### src/rtl/alu_arbiter.sv
// alu2: combinational 32-bit add/sub/and/or with NZCV flags; C and V are forced to 0 for logic ops.
// Zero latency, no handshake.
module alu2 (
    input  logic [31:0] a,
    input  logic [31:0] b,
    input  logic [1:0]  alucontrol,
    output logic [31:0] aluresult,
    output logic [3:0]  aluflags
);
    logic [31:0] b_mux;
    logic [32:0] sum;
    logic        carry;
    logic        overflow;

    always_comb begin
        b_mux = alucontrol[0] ? ~b : b;
        sum   = {1'b0, a} + {1'b0, b_mux} + {32'b0, alucontrol[0]};
        case (alucontrol)
            2'b00, 2'b01: aluresult = sum[31:0];
            2'b10:        aluresult = a & b;
            default:      aluresult = a | b;
        endcase
        carry    = ~alucontrol[1] & sum[32];
        // Overflow when operands (after the sub inversion) share a sign that the sum does not.
        overflow = ~alucontrol[1] & ~(alucontrol[0] ^ a[31] ^ b[31]) & (a[31] ^ sum[31]);
        aluflags = {aluresult[31], (aluresult == 32'b0), carry, overflow};
    end
endmodule

// alu_arbiter: round-robin sharing of one alu2 between r0/r1, owns the NZCV register.
// Latency 2 cycles handshake->response; stall withholds ready, response has no backpressure.
module alu_arbiter #(
    parameter int WIDTH = 32
) (
    input  logic             clk,
    input  logic             reset,
    input  logic             stall,
    input  logic             r0_valid,
    output logic             r0_ready,
    input  logic [WIDTH-1:0] r0_srca,
    input  logic [WIDTH-1:0] r0_srcb,
    input  logic [1:0]       r0_alucontrol,
    input  logic             r0_setflags,
    input  logic             r1_valid,
    output logic             r1_ready,
    input  logic [WIDTH-1:0] r1_srca,
    input  logic [WIDTH-1:0] r1_srcb,
    input  logic [1:0]       r1_alucontrol,
    input  logic             r1_setflags,
    output logic             resp_valid,
    output logic             resp_id,
    output logic [WIDTH-1:0] resp_result,
    output logic [3:0]       resp_flags,
    output logic [3:0]       flags
);
    logic             last_grant_q, last_grant_d;
    logic             s1_valid_q, s1_valid_d;
    logic             s1_id_q, s1_id_d;
    logic [WIDTH-1:0] s1_srca_q, s1_srca_d;
    logic [WIDTH-1:0] s1_srcb_q, s1_srcb_d;
    logic [1:0]       s1_alucontrol_q, s1_alucontrol_d;
    logic             s1_setflags_q, s1_setflags_d;
    logic             resp_valid_q, resp_valid_d;
    logic             resp_id_q, resp_id_d;
    logic [WIDTH-1:0] resp_result_q, resp_result_d;
    logic [3:0]       resp_flags_q, resp_flags_d;
    logic [3:0]       flags_q, flags_d;
    logic [WIDTH-1:0] alu_result;
    logic [3:0]       alu_flags;

    alu2 u_alu2 (
        .a          (s1_srca_q),
        .b          (s1_srcb_q),
        .alucontrol (s1_alucontrol_q),
        .aluresult  (alu_result),
        .aluflags   (alu_flags)
    );

    // On contention the side that did not win last time gets the grant.
    always_comb begin
        r0_ready = 1'b0;
        r1_ready = 1'b0;
        if (!stall) begin
            if (r0_valid && r1_valid) begin
                r0_ready = last_grant_q;
                r1_ready = ~last_grant_q;
            end else begin
                r0_ready = r0_valid;
                r1_ready = r1_valid;
            end
        end
    end

    always_comb begin
        last_grant_d    = last_grant_q;
        s1_valid_d      = r0_ready | r1_ready;
        s1_id_d         = s1_id_q;
        s1_srca_d       = s1_srca_q;
        s1_srcb_d       = s1_srcb_q;
        s1_alucontrol_d = s1_alucontrol_q;
        s1_setflags_d   = s1_setflags_q;
        resp_valid_d    = s1_valid_q;
        resp_id_d       = resp_id_q;
        resp_result_d   = resp_result_q;
        resp_flags_d    = resp_flags_q;
        flags_d         = flags_q;

        if (r0_ready || r1_ready) begin
            last_grant_d    = r1_ready;
            s1_id_d         = r1_ready;
            s1_srca_d       = r1_ready ? r1_srca       : r0_srca;
            s1_srcb_d       = r1_ready ? r1_srcb       : r0_srcb;
            s1_alucontrol_d = r1_ready ? r1_alucontrol : r0_alucontrol;
            s1_setflags_d   = r1_ready ? r1_setflags   : r0_setflags;
        end

        if (s1_valid_q) begin
            resp_id_d     = s1_id_q;
            resp_result_d = alu_result;
            resp_flags_d  = alu_flags;
            if (s1_setflags_q) begin
                flags_d = alu_flags;
            end
        end
    end

    always_ff @(posedge clk or negedge reset) begin
        if (!reset) begin
            last_grant_q    <= 1'b1;
            s1_valid_q      <= 1'b0;
            s1_id_q         <= 1'b0;
            s1_srca_q       <= '0;
            s1_srcb_q       <= '0;
            s1_alucontrol_q <= 2'b00;
            s1_setflags_q   <= 1'b0;
            resp_valid_q    <= 1'b0;
            resp_id_q       <= 1'b0;
            resp_result_q   <= '0;
            resp_flags_q    <= 4'b0;
            flags_q         <= 4'b0;
        end else begin
            last_grant_q    <= last_grant_d;
            s1_valid_q      <= s1_valid_d;
            s1_id_q         <= s1_id_d;
            s1_srca_q       <= s1_srca_d;
            s1_srcb_q       <= s1_srcb_d;
            s1_alucontrol_q <= s1_alucontrol_d;
            s1_setflags_q   <= s1_setflags_d;
            resp_valid_q    <= resp_valid_d;
            resp_id_q       <= resp_id_d;
            resp_result_q   <= resp_result_d;
            resp_flags_q    <= resp_flags_d;
            flags_q         <= flags_d;
        end
    end

    assign resp_valid  = resp_valid_q;
    assign resp_id     = resp_id_q;
    assign resp_result = resp_result_q;
    assign resp_flags  = resp_flags_q;
    assign flags       = flags_q;
endmodule

### config.mk
export PLATFORM = sky130hd
export DESIGN_NAME = alu_arbiter
export DESIGN_NICKNAME = d
export VERILOG_FILES = /design/src/rtl/alu_arbiter.sv
export SDC_FILE = /design/constraint.sdc
export NUM_CORES = 1
export LEC_CHECK = 0
export BUFFER_PORTS_ARGS = -buffer_cell sky130_fd_sc_hd__clkbuf_2
export CAP_MARGIN = 20
export CORE_MARGIN = 10
export CORE_UTILIZATION = 51
export CTS_CLUSTER_SIZE = 20
export DETAILED_ROUTE_END_ITERATION = 16
export PLACE_DENSITY_LB_ADDON = 0.25
export SYNTH_ARGS = -nofsm -noshare
export SYNTH_HDL_FRONTEND = slang
export SYNTH_SLANG_ARGS = --single-unit
### constraint.sdc
create_clock -name clk -period 9.2 [get_ports clk]
set_input_delay 0 -clock clk [delete_from_list [all_inputs] [get_ports clk]]
set_output_delay 0 -clock clk [all_outputs]
set_load 0.02 [all_outputs]
## Word level (Yosys, flattened, before mapping)

Index checks and enable logic that the tools add are counted.

| cells by class | value |
|---|---|
| $add $sub $neg | 2 |
| equality and inequality tests | 2 |
| multiplexer cells | 10 |
| bitwise logic cells | 13 |
| reductions and logical operators | 6 |

Operators by type and width:

| kind | count |
|---|---|
| two-way mux 32 bit | 3 |
| one-hot mux 32 bit (2 select lines) | 1 |
| adder 32 x 32 -> 33 bit | 1 |
| adder 33 x 1 -> 33 bit | 1 |
| AND 32 bit | 1 |
| logical NOT 32 bit | 1 |
| NOT 32 bit | 1 |
| OR 32 bit | 1 |
| two-way mux 1 bit | 5 |
| AND 1 bit | 3 |
| NOT 1 bit | 3 |
| XOR 1 bit | 3 |
| == test 2 x 1 -> 1 bit (second input constant) | 1 |
| == test 2 bit (second input constant) | 1 |
| logical NOT 2 bit | 1 |
| two-way mux 2 bit | 1 |
| AND reduction 2 bit | 1 |
| OR reduction 2 bit | 1 |
| logical AND 1 bit | 1 |
| logical OR 1 bit | 1 |
| OR 1 bit | 1 |

| word-level totals | value |
|---|---|
| flip-flop bits (word level) | 112 |
| bits of input ports | 139 |
| output and inout port bits | 44 |
| logic and storage cells | 45 |

## Logic depth before layout (Yosys ltp)

| depth | value |
|---|---|
| depth in word-level cells | 6 |
| depth in mapped cells | 17 |
| depth with buffers taken out | 12 |

## By module

From an unflattened synthesis, not the netlist that was laid out.

| unflattened totals | value |
|---|---|
| cell total of the unflattened synthesis | 967 |
| area, all modules | 8558.2 µm² |

By module, submodules not included:

| module | instances | cells an instance | area an instance (µm²) | sequential area each (µm²) |
|---|---|---|---|---|
| alu_arbiter | 1 | 496 | 5278.8 | 2803.9 |
| alu2 | 1 | 471 | 3279.4 | 0.0 |

## Least setup slack after synthesis

No wires, ideal clock.

| timing path | value |
|---|---|
| path kind | register to register |
| from | register s1_alucontrol_q[0] |
| to | register resp_flags_q[2] (netlist: resp_flags[2]) |
| library setup time | 0.078 ns |
| arrival | 4.041 ns |
| data required time | 9.122 ns |
| slack | 5.081 ns |
| cell stages (with the launch flop) | 18 |
| path buffers | 6 |
| clock period less this slack | 4.119 ns |
| path through | dfrtp_1 > buf_2 > buf_2 > buf_1 > buf_1 > buf_1 > xor2_1 > ha_1 > buf_2 > nand3_1 > a211o_1 > a21o_1 > o311a_4 > a211oi_2 > a211oi_1 > a2111oi_2 > nand4_1 > o2bb2ai_1 |

| between the ends | value |
|---|---|
| cells in the longest elaborated chain, start to end | 5 |
| elaborated cells between the ends (all ways) | 9 |
| those cells by class | add/sub (2); eq/ne (2); mux (2); reduce/logical (3) |

Ends and longest elaborated chain:

| item | line | source |
|---|---|---|
| start: declaration | 61 | `logic [1:0] s1_alucontrol_q, s1_alucontrol_d;` |
| start signal: assignment | 147 | `s1_alucontrol_q <= s1_alucontrol_d;` |
| two-way mux 32 bit | 16 | `b_mux = alucontrol[0] ? ~b : b;` |
| adder 32 x 32 -> 33 bit | 17 | `sum = {1'b0, a} + {1'b0, b_mux} + {32'b0, alucontrol[0]};` |
| adder 33 x 1 -> 33 bit | 17 |  |
| one-hot mux 32 bit (2 select lines) (*) | 18 | `case (alucontrol)` |
| logical NOT 32 bit (*) | 26 | `aluflags = {aluresult[31], (aluresult == 32'b0), carry, overflow};` |
| end signal: assignment | 152 | `resp_flags_q <= resp_flags_d;` |
| end: declaration | 66 | `logic [3:0] resp_flags_q, resp_flags_d;` |

Mark *: on every way between the ends. The rest lies on a longest branch, timed or not.
A chain may end at the register's enable or synchronous reset.

## Final worst setup path

| timing path | value |
|---|---|
| from | register s1_alucontrol_q[0] |
| to | register flags_q[2] (netlist: flags[2]) |

| between the ends | value |
|---|---|
| cells in the longest elaborated chain, start to end | 5 |
| elaborated cells between the ends (all ways) | 9 |
| those cells by class | add/sub (2); eq/ne (2); mux (2); reduce/logical (3) |

Ends and longest elaborated chain:

| item | line | source |
|---|---|---|
| two-way mux 32 bit | 16 |  |
| adder 32 x 32 -> 33 bit | 17 |  |
| adder 33 x 1 -> 33 bit | 17 |  |
| one-hot mux 32 bit (2 select lines) (*) | 18 |  |
| logical NOT 32 bit (*) | 26 |  |
| end signal: assignment | 153 | `flags_q <= flags_d;` |
| end: declaration | 67 | `logic [3:0] flags_q, flags_d;` |

Marks and branches as above.

==> results.md <==
- Status: finished, violations left
- Violated checks: hold timing
- Synth top area cells: dfrtp_1 35%, mux2i_1 9.8%, ha_1 6.2%
- Mean area per synthesized cell: 8.75 um2
- Layout Skew: 0.0127 ns
- HPWL Detailed: 18.0 mm
- DRT iter0 DRCs: 738
- Final setup violation count: 0
- All-Layer GR Usage: 26.3%
- Post-route minimum period: 4.07 ns
- Worst vdd ir: 0.000108 V
- Final period util: 44.3%
- Die height: 144 um
- Root buf cell: clkbuf_16
- Residual DRC count: 0
- Routed WL: 27.7 mm
- Area leader, netlist: dfrtp_1
- Syn_nets: 1078
- Core footprint: 15100 um2
- Setup ws final: 5.13 ns
- Worst-path clk slew: 0.08 ns
- Clock tree buffer depth: 2
- P_leak: 5.11 nW
- Clock sinks: 111
- Initial Util: 52.0%
- Type of element capturing the critical path: flip-flop
- Share of layout cells above drive strength 1: 19.7%
- First-pass GRT wire length: 43.0 mm
- Crit-path max FO: 51
- Synthesis-to-layout area growth: 34.2%
- Hold buffers post-CTS: 135
- Worst hold margin: -0.00429 ns
- Post-synth ARST share: 100%
- Die span in x: 144 um
- Setup total negative slack: 0 ns
- Most frequent cells in the layout: 181 x clkbuf_2, 135 x dlygate4sd3_1, 122 x nand2_1, 108 x dfrtp_1, 95 x o21ai_0
- Via count: 8050
- Seq/Total Area, Yosys: 35.3%
- Place WS: 5.24 ns
- RSZ-0062 raised after global routing: false
- Synth warnings: 0
- Worst-margin pin slew: 0.818 ns
- Post-synth cell types: 69
- Hold Vio Cnt, Final: 1
- Max-cap violation count: 0
- Resize count post-CTS: 0
- Reg2Reg Setup Slack: 5.13 ns
- Pwr/cell area: 221 nW/um2
- CTS H-Tree Depth: 3
- Post-CTS Setup Bufs: 0
- Mapped cell area: 7870 um2
- Ports: 183
- Via/cell ratio: 5.85
- Grt ovf: 0
- Slew HR: 45.5%
- Fmax: 245 MHz
- Inserted Clock Buffers: 9
- Vias in the first global route: 7985
- Total design power: 2.33 mW
- Post-synth EDFFs: 0
- Routability cong.: 0.920
- Class of the most critical setup path: flip-flop to flip-flop
- Synthesized instance count: 899
- Nets: 1360
- Num rows: 45
- Antenna Nets Post-Route: 0
- Seq cells post-synth: 111
- Ys flop type: dfrtp_1
- Area share of the largest cell type after synthesis: 35.0%
- Worst EP arrival: 4.35 ns
- Required time of the critical path: 9.48 ns
- Count of buffers from port buffering: 182
- Clk_lat worst skew: 0.37 ns
- Die area: 20800 um2
- Pins over their slew limit: 0
- Final Util: 69.7%
- Wire length per cell: 20.2 um
- Initial antenna violation count: 1
- Worst min path class: input pin to flip-flop
- TritonCTS clock tree: built
- Commonest non-fill, non-tap cell in the layout: clkbuf_2
- Largest net degree at the start of global routing: 136
- Initial DRT Pass Iterations: 5
- Crit start category: flip-flop
[cell type report]
cell class | count | area, um2
multi-input combinational | 716 | 4820
sequential | 111 | 2780
inverter | 19 | 71.3
clock buffer | 10 | 239
fill | 1115 | 4590
tap | 188 | 235
antenna | 2 | 5.00
clock inverter | 6 | 75.1
timing repair buffer | 324 | 2340
[routing by layer]
layer	share of wire, %	global-route usage (%)	up-vias
li1	-	-	3814
met1	44	36.2	3765
met2	44	39.6	411
met4	3.1	10.6	0
met3	8.8	5.51	60
met5	0	0	-
[worst max-delay path, cell delays in order (launching register included)]
cell      delay, ns
dfrtp_2        0.61
buf_4          0.58
xor2_1         0.14
ha_1           0.43
a21oi_1        0.25
o21ai_1        0.21
a21oi_1        0.24
nand3_1        0.21
a221oi_1       0.46
xnor2_1        0.15
o32ai_1        0.41
nand4b_1       0.14
o21ai_1        0.15
[cell usage after synthesis (3+ instances only)]
library cell  number
nand4_1           13
nor2b_1            5
nor3_1            11
nor4_1             5
nand2b_1           3
inv_1             17
nand2_1          122
clkbuf_1          30
mux2i_1           77
o22ai_1            4
dfrtp_1          110
xnor2_1            9
o21bai_1           4
a21oi_1           60
mux2_2            14
maj3_1            25
o21a_1             7
and3_1             4
buf_1             14
o31ai_1            8
buf_2              8
a21o_1             6
a31oi_1           13
or3_1              4
ha_1              39
nand3_1           15
o21ai_0           95
o211ai_1           6
nor2_1            58
a311oi_1           3
a211o_1            4
and2_1             3
o21ai_1           19
xor2_1            38
a211oi_1           6
[metrics by stage]
stage	hold WS [ns]	cells	area [um2]
2_1_floorplan	-0.296	899	7870
3_3_place_gp	0.0352	1222	8860
3_5_place_dp	0.0376	1222	8860
4_1_cts	0.00267	1373	10500
5_1_grt	0.0237	1375	10600
6_report	-0.00429	1376	10600
[sequential cells by signal (all words and copies together) (netlist names)]
register and flops:
resp_valid_d 1, s1_id_q 1, s1_alucontrol_q 2, resp_id 1, resp_result 32, resp_flags 3, s1_srca_q 32, resp_valid 1
flags 4, last_grant_q 1, s1_srcb_q 32, s1_setflags_q 1
[logic make-up after synthesis]
logic type | share of synthesized area [%]
simple gates | 14.3
flops | 35.3
mux | 11.9
compound gates | 20.0
buf+inv | 3.61
fa+ha+maj | 9.64
xor+xnor | 5.23
[report_power, final]
part / total [mW] / internal (mW) / switching (mW)
Clock: 0.419 / 0.223 / 0.196
Sequential: 0.699 / 0.601 / 0.0981
Combinational: 1.21 / 0.482 / 0.731
[path summary, 6_finish.rpt]
path                                              to                           start  cells after the start
min                        s1_srcb_q[20]$_DFFE_PN0P_                     r0_srcb[20]                      3
min in group asynchronous   s1_srcb_q[5]$_DFFE_PN0P_                           reset                      2
min reg2reg                     flags[0]$_DFFE_PN0P_            flags[0]$_DFFE_PN0P_                      2
max reg2reg                     flags[2]$_DFFE_PN0P_  s1_alucontrol_q[0]$_DFFE_PN0P_                     12
max                             flags[2]$_DFFE_PN0P_  s1_alucontrol_q[0]$_DFFE_PN0P_                     12
max in group asynchronous     resp_valid_d$_DFF_PN0_                           reset                      3
(Power assumes the default switching activity.)
